`src/rtl/if_fetch_if.sv`:
```
// Bundle between the fetch stage and its environment: memory arbiter
// port, EX redirect and the IF/ID hand-off.
`timescale 1ns/1ps
interface if_fetch_if #(
    parameter int ADDR_W = 32
);
    logic [5:0]        stall_i;
    logic              branch_flag_i;
    logic [ADDR_W-1:0] branch_target_i;
    logic [7:0]        mem_din_i;
    logic              if_ctrl_req_o;
    logic [ADDR_W-1:0] if_mem_a_o;
    logic [ADDR_W-1:0] if_pc_o;
    logic [31:0]       if_inst_o;
    logic              if_valid_o;

    modport master (
        input  stall_i, branch_flag_i, branch_target_i, mem_din_i,
        output if_ctrl_req_o, if_mem_a_o, if_pc_o, if_inst_o, if_valid_o
    );

    modport slave (
        output stall_i, branch_flag_i, branch_target_i, mem_din_i,
        input  if_ctrl_req_o, if_mem_a_o, if_pc_o, if_inst_o, if_valid_o
    );
endinterface

```
`src/rtl/if_fetch.sv`:
```
// Instruction fetch: four byte reads per instruction over the shared byte
// port, little-endian assembly, valid/hold hand-off and branch flush.
`timescale 1ns/1ps
module if_fetch #(
    parameter int                ADDR_W   = 32,
    parameter logic [ADDR_W-1:0] RESET_PC = '0
) (
    input  logic       clk,
    input  logic       rst_n,
    input  logic       rdy,
    if_fetch_if.master bus
);
    typedef enum logic {FETCH, VALID} state_e;

    state_e            state_q;
    logic [ADDR_W-1:0] pc_q;
    logic [2:0]        issue_cnt_q;
    logic [2:0]        recv_cnt_q;
    logic              pend_q;
    logic              valid_q;
    logic [31:0]       inst_q;

    logic req;
    logic grant;
    logic accept;
    logic unused_stall;

    // rst_n gates the request so the port is quiet while reset is held
    assign req    = rst_n && (state_q == FETCH) && (issue_cnt_q < 3'd4) && rdy;
    assign grant  = req && !bus.stall_i[0];
    assign accept = valid_q && !bus.stall_i[2] && rdy;

    assign bus.if_ctrl_req_o = req;
    assign bus.if_mem_a_o    = req ? pc_q + ADDR_W'(issue_cnt_q) : '0;
    assign bus.if_pc_o       = pc_q;
    assign bus.if_inst_o     = inst_q;
    assign bus.if_valid_o    = valid_q;

    assign unused_stall = ^{bus.stall_i[5:3], bus.stall_i[1]};

    always_ff @(posedge clk or negedge rst_n) begin
        if (!rst_n) begin
            state_q     <= FETCH;
            pc_q        <= RESET_PC;
            issue_cnt_q <= 3'd0;
            recv_cnt_q  <= 3'd0;
            pend_q      <= 1'b0;
            valid_q     <= 1'b0;
            inst_q      <= 32'd0;
        end else if (bus.branch_flag_i) begin
            // redirect wins over everything; an in-flight byte is dropped
            state_q     <= FETCH;
            pc_q        <= bus.branch_target_i;
            issue_cnt_q <= 3'd0;
            recv_cnt_q  <= 3'd0;
            pend_q      <= 1'b0;
            valid_q     <= 1'b0;
        end else begin
            case (state_q)
                FETCH: begin
                    pend_q <= grant;
                    if (grant) begin
                        issue_cnt_q <= issue_cnt_q + 3'd1;
                    end
                    if (pend_q) begin
                        inst_q[{recv_cnt_q[1:0], 3'b000} +: 8] <= bus.mem_din_i;
                        recv_cnt_q <= recv_cnt_q + 3'd1;
                        if (recv_cnt_q == 3'd3) begin
                            state_q <= VALID;
                            valid_q <= 1'b1;
                        end
                    end
                end
                VALID: begin
                    if (accept) begin
                        state_q     <= FETCH;
                        pc_q        <= pc_q + ADDR_W'(4);
                        issue_cnt_q <= 3'd0;
                        recv_cnt_q  <= 3'd0;
                        pend_q      <= 1'b0;
                        valid_q     <= 1'b0;
                    end
                end
                default: state_q <= FETCH;
            endcase
        end
    end
endmodule

```
`src/flat_wrapper.sv`:
```
// flat-port wrapper written by rule: the top's interface ports become plain ports
module if_fetch_flat 
#(
    parameter int                ADDR_W   = 32,
    parameter logic [ADDR_W-1:0] RESET_PC = '0
)
  (clk, rst_n, rdy, bus_stall_i, bus_branch_flag_i, bus_branch_target_i, bus_mem_din_i, bus_if_ctrl_req_o, bus_if_mem_a_o, bus_if_pc_o, bus_if_inst_o, bus_if_valid_o);
  if_fetch_if #(.ADDR_W(ADDR_W)) bus_i ();
  input  logic clk;
  input  logic rst_n;
  input  logic rdy;
  input wire logic [$bits(bus_i.stall_i)-1:0] bus_stall_i;
  input wire logic [$bits(bus_i.branch_flag_i)-1:0] bus_branch_flag_i;
  input wire logic [$bits(bus_i.branch_target_i)-1:0] bus_branch_target_i;
  input wire logic [$bits(bus_i.mem_din_i)-1:0] bus_mem_din_i;
  output wire logic [$bits(bus_i.if_ctrl_req_o)-1:0] bus_if_ctrl_req_o;
  output wire logic [$bits(bus_i.if_mem_a_o)-1:0] bus_if_mem_a_o;
  output wire logic [$bits(bus_i.if_pc_o)-1:0] bus_if_pc_o;
  output wire logic [$bits(bus_i.if_inst_o)-1:0] bus_if_inst_o;
  output wire logic [$bits(bus_i.if_valid_o)-1:0] bus_if_valid_o;
  assign bus_i.stall_i = bus_stall_i;
  assign bus_i.branch_flag_i = bus_branch_flag_i;
  assign bus_i.branch_target_i = bus_branch_target_i;
  assign bus_i.mem_din_i = bus_mem_din_i;
  assign bus_if_ctrl_req_o = bus_i.if_ctrl_req_o;
  assign bus_if_mem_a_o = bus_i.if_mem_a_o;
  assign bus_if_pc_o = bus_i.if_pc_o;
  assign bus_if_inst_o = bus_i.if_inst_o;
  assign bus_if_valid_o = bus_i.if_valid_o;
  if_fetch #(.ADDR_W(ADDR_W), .RESET_PC(RESET_PC)) u_core (.clk(clk), .rst_n(rst_n), .rdy(rdy), .bus(bus_i));
endmodule
```
`config.mk`:
```
export PLATFORM = sky130hd
export DESIGN_NAME = if_fetch_flat
export DESIGN_NICKNAME = d
export VERILOG_FILES = /design/src/rtl/if_fetch_if.sv /design/src/rtl/if_fetch.sv /design/src/flat_wrapper.sv
export SDC_FILE = /design/constraint.sdc
export NUM_CORES = 1
export LEC_CHECK = 0
export ABC_CLOCK_PERIOD_IN_PS = 7200
export BUFFER_PORTS_ARGS = -buffer_cell sky130_fd_sc_hd__buf_2
export CAP_MARGIN = 15
export CORE_MARGIN = 2
export CORE_UTILIZATION = 55
export DETAILED_ROUTE_END_ITERATION = 7
export HOLD_SLACK_MARGIN = 0.12
export PLACE_DENSITY = 0.95
export SLEW_MARGIN = 20
export SYNTH_ARGS = -nofsm -noshare
export SYNTH_HDL_FRONTEND = slang
export SYNTH_SLANG_ARGS = --single-unit
```
`constraint.sdc`:
```
create_clock -name clk -period 7.2 [get_ports clk]
set_input_delay 1.8 -clock clk [delete_from_list [all_inputs] [get_ports clk]]
set_output_delay 1.8 -clock clk [all_outputs]
set_load 0.02 [all_outputs]
```
After elaboration in Yosys (flattened, before gate mapping)
Cells that the tools add are included.
Widths: inputs -> output; s select.
Operators by class
  shifts and indexed selects: 2
  reduce and logical (&&, ||, !) cells: 15
  eq/ne operators: 5
  bitwise gates (word level): 2
  $lt $le $gt $ge: 1
  muxes and demuxes: 24
  add/sub/neg operators: 5
Operators by type and width (number)
  $mux 32: 4
  $add 32x3->32: 1
  $add 32x3->32 const B: 1
  $bwmux 32: 1
  $shift 8x7->32 const A: 1
  $shiftx 8x7->32: 1
  $mux 3: 5
  $pmux 3 s2: 2
  $mux 1: 9
  $neg 5->7: 1
  $add 3x1->3 const B: 2
  $logic_and 1x1->1: 6
  $ne 3x2->1 const B: 2
  $ne 3x3->1 const B: 2
  $pmux 1 s2: 3
  $reduce_and 2->1: 3
  $reduce_and 3->1: 2
  $reduce_bool 2->1: 2
  $eq 3x2->1 const B: 1
  $lt 3x3->1 const B: 1
  $logic_not 1->1: 2
  $not 1->1: 2
Storage, ports and cells
  input bits: 50
  register bits: 73
  logic and storage cells: 61
  output and inout bits: 98

Longest topological paths before layout
  depth in word-level cells: 8
  gate-level depth with buffers: 9
  gate-level depth less buffers: 8

Least setup slack after synthesis
No wires, ideal clock.
  kind: input to output
  start point: input port rst_n
  end point: output port bus_if_mem_a_o[2]
  stages on the path: 4
  arrival time: 2.748 ns
  data required time: 5.400 ns
  path buffers: 2
  path slack: 2.652 ns
  cell sequence: nand4bb_1 clkbuf_1 clkbuf_1 nor3_1
On the way
  longest elaborated chain between the ends: 4
Ends and longest elaborated chain
  start: declaration: RTL line flat_wrapper.sv:10  | input logic rst_n;
  $logic_and 1x1->1 (3 in a row): RTL line if_fetch.sv:29  | assign req = rst_n && (state_q == FETCH) && (issue_cnt_q < 3'd4) && rdy;
  $mux 32: RTL line if_fetch.sv:34  | assign bus.if_mem_a_o = req ? pc_q + ADDR_W'(issue_cnt_q) : '0;
  end: declaration: RTL line flat_wrapper.sv:17  | output wire logic [$bits(bus_i.if_mem_a_o)-1:0] bus_if_mem_a_o;
Every way passes these cells.

Final worst setup path
  start point: register u_core.pc_q[2], in the netlist u_core.bus.if_pc_o[2]
  end point: output port bus_if_mem_a_o[19]
On the way
  longest elaborated chain between the ends: 2
Ends and longest elaborated chain
  start: declaration: RTL line if_fetch.sv:16  | logic [ADDR_W-1:0] pc_q;
  start signal: assignment: RTL line if_fetch.sv:53  | pc_q <= bus.branch_target_i;
  start signal: assignment: RTL line if_fetch.sv:77  | pc_q <= pc_q + ADDR_W'(4);
  $add 32x3->32: RTL line if_fetch.sv:34
  $mux 32: RTL line if_fetch.sv:34
Every way passes these cells.

==> flow_summary.toml <==
[detailed_routing]
wl_per_cell_um = 15.8
routed-wl-met3_um = 1000
totalWireLength_um = 12000
drc_errors = 0
drtPass1Iterations = 5
routed-wl-met2_um = 5880
routed.top_layer = "met4"
drt_iter0_markers = 273
wirelength_met1_um = 4780
vias_per_cell = 5.79
dr_total_vias = 4391
antenna_left = 0

[clock_network]
cts_buffers = 9
cts_resized = 0
cts_setup_buffers = 0
clock_path_buffers = 2
clock_latency_ns = 0.35
cts_tree = "yes"
cts_sinks = 73
cts-root-buf = "clkbuf_8"
holdBufCountCts = 0
path_clk_slew_ns = 0.09
h-tree-depth = 3

[critical_path]
critPathArrivalTime_ns = 2.97
r2r_end = "u_core.bus.if_pc_o[26]"
critPathMaxFanout = 10
startpoint = "u_core.bus.if_pc_o[2]"
critPathCaptureType = "output port"
crit_type = "reg -> out"
r2r-start = "u_core.bus.if_valid_o"
crit_end = "bus_if_mem_a_o[19]"
cp.required_ns = 5.40
rrSetupSlack_ns = 4.69
r2r_cells = 5
cp-start-kind = "flop"

[logic_synthesis]
post-synth-top-area-cell = "dfrtp_1"
yosysUniqueCellTypes = 45
synth-adder-area-share_pct = 3.64
syn_nets = 586
synth_top_family_by_area = "simple AND/OR/NAND/NOR gates"
synth_top_area_share_pct = 42.1
synth-seq-cells = 73
async_flop_share_pct = 100
ys_warn_count = 0
syn_area_um2 = 4330
synth_simple_gate_area_share_pct = 27.9
synth-main-ff-cell = "dfrtp_1"
synth-compound-area-share_pct = 11.0
muxShareOfSynthArea_pct = 0.722
synthXorXnorAreaFrac_pct = 10.9
synth_edf_count = 0
synth.area.top_cells = "dfrtp_1, nand2_1, xor2_1"
yosysSeqAreaShare_pct = 42.1
synth_cells = 524
avgSynthCellArea_um2 = 8.27

[min_path]
min_path_type = "reg -> reg"
hp-start = "u_core.bus.if_inst_o[18]"
worstHoldPathCells = 2

[timing]
skew_ns = 0.00908
finalHoldViolations = 0
fmax_mhz = 210
final.setup.tns_ns = 0
worst_pin_slew_ns = 1.12
final-setup-viol-count = 0
rsz0062_at_grt = "false"
period_needed_ns = 4.77
relSlewSlack_pct = 24.7
min_period_over_period_pct = 66.2
finalMaxSlewViolations = 0
hold_ws_ns = 0.483

[finish]
drive_gt1_share_pct = 26.5
multi_input_area_um2 = 2360
final_core_util_pct = 69.1
fill_cells = 613
design_area_um2 = 5310
fin_cells = 758
syn_to_final_growth_pct = 22.6
nets = 713
antenna_cells = 0
seqCellArea_um2 = 1830

[global_routing]
track_usage_pct = 28.4
grt_pass1_wl_um = 19500
grt_max_degree = 74
grt_pass1_vias = 4198
antenna_found_initial = 0
grt_remaining_overflow = 0

[power_and_ir_drop]
power_density_nw_per_um2 = 194
vdd_drop_max_mv = 0.118
p_leak_nw = 2.44

[die]
core_um2 = 7690
ioPinCount = 148
initial_core_util_pct = 56.4
num_rows = 32
die_h_um = 92.8
dieArea_um2 = 8610
die_width_um = 92.8

[placed_design]
place_inst = 742
hpwl_um = 8580
portBuffers = 143
dpl_cell_area_um2 = 5090
globalplace.congestion = 0.904

[run]
drv_cap = 0

[status]
outcome = "finished, final reports clean"
registers in the layout, indices dropped and copies added (netlist names):
| name | count |
|---|---|
| u_core.bus.if_inst_o | 32 |
| u_core.bus.if_pc_o | 32 |
| u_core.issue_cnt_q | 3 |
| u_core.recv_cnt_q | 3 |
| u_core.bus.if_valid_o | 1 |
| u_core.pend_q | 1 |
| u_core.state_q | 1 |
routing by layer:
| metal | global-route usage (%) | vias to the layer above |
|---|---|---|
| met5 | 0 | - |
| li1 | - | 2022 |
| met4 | 13.5 | 0 |
| met3 | 5.37 | 34 |
| met2 | 46.4 | 250 |
| met1 | 36.5 | 2085 |
Yosys cell counts (2+ instances only):
| library cell | n |
|---|---|
| a21oi_1 | 12 |
| a31oi_1 | 2 |
| and2_1 | 2 |
| and3_1 | 4 |
| and4_1 | 6 |
| buf_2 | 3 |
| clkbuf_1 | 27 |
| dfrtp_1 | 73 |
| ha_1 | 11 |
| inv_1 | 8 |
| mux2i_1 | 2 |
| nand2_1 | 121 |
| nand3_1 | 15 |
| nand4_1 | 13 |
| nor2_1 | 47 |
| nor2_2 | 2 |
| nor2b_1 | 4 |
| nor3_1 | 12 |
| nor3b_1 | 5 |
| nor4_1 | 3 |
| nor4_2 | 2 |
| nor4b_2 | 2 |
| o21ai_0 | 39 |
| o21ai_1 | 32 |
| or3_1 | 5 |
| xnor2_1 | 26 |
| xor2_1 | 28 |
per-stage QoR:
step	setup slack (ns)	power, W
after floorplan	2.65	0.000588
after global placement	2.55	0.000660
after detailed placement	2.53	0.000668
after CTS	2.49	0.00103
after global routing	2.25	0.00107
final	2.43	0.00103
critical path: stages (launching register included):
cell	delay [ns]
dfrtp_1	0.46
ha_1	0.38
o211ai_1	0.15
nor2_2	0.50
nand3_1	0.30
or4_1	0.53
o21ai_1	0.10
buf_2	0.20
layout by cell type, fill, tap and decap left out, drive strengths merged, types with 11 or more instances in the layout:
master  netlist  layout
a21oi        12      12
buf           4     147
dfrtp        73      73
ha           11      11
nand2       121     121
nand3        15      15
nand4        14      14
nor2         49      49
nor3         12      12
o21ai        71      71
xnor2        26      26
xor2         28      28
cell type report:
class,count,area share [%]
clock buffer,9,2.33
clock inverter,7,1.93
inverter,8,0.565
multi-input combinational,412,44.3
sequential,73,34.4
tap,102,2.40
timing repair buffer,147,14.0
worst min path at each step:
stage,end,slack [ns]
floorplan,u_core.recv_cnt_q[2],0.48
global placement,u_core.bus.if_inst_o[4],0.46
detailed placement,u_core.bus.if_inst_o[23],0.47
CTS,u_core.bus.if_inst_o[23],0.49
global route,u_core.bus.if_inst_o[29],0.52
finish,u_core.bus.if_inst_o[18],0.48
report_power, final:
| group | total [W] | switching, W | internal [W] |
|---|---|---|---|
| registers | 0.000477 | 0.0000401 | 0.000436 |
| clock network | 0.000369 | 0.000170 | 0.000199 |
| logic | 0.000186 | 0.000119 | 0.0000669 |
| total | 0.00103 | 0.000329 | 0.000702 |
logic make-up after synthesis:
logic type | count (synthesis)
multiplexers | 3
AO/OA/AOI/OAI | 91
flip-flops | 73
buffers and inverters | 39
adder cells (fa/ha/maj) | 12
AND/OR/NAND/NOR | 252
XOR/XNOR | 54
No activity file was read; power rests on OpenSTA's default activity.
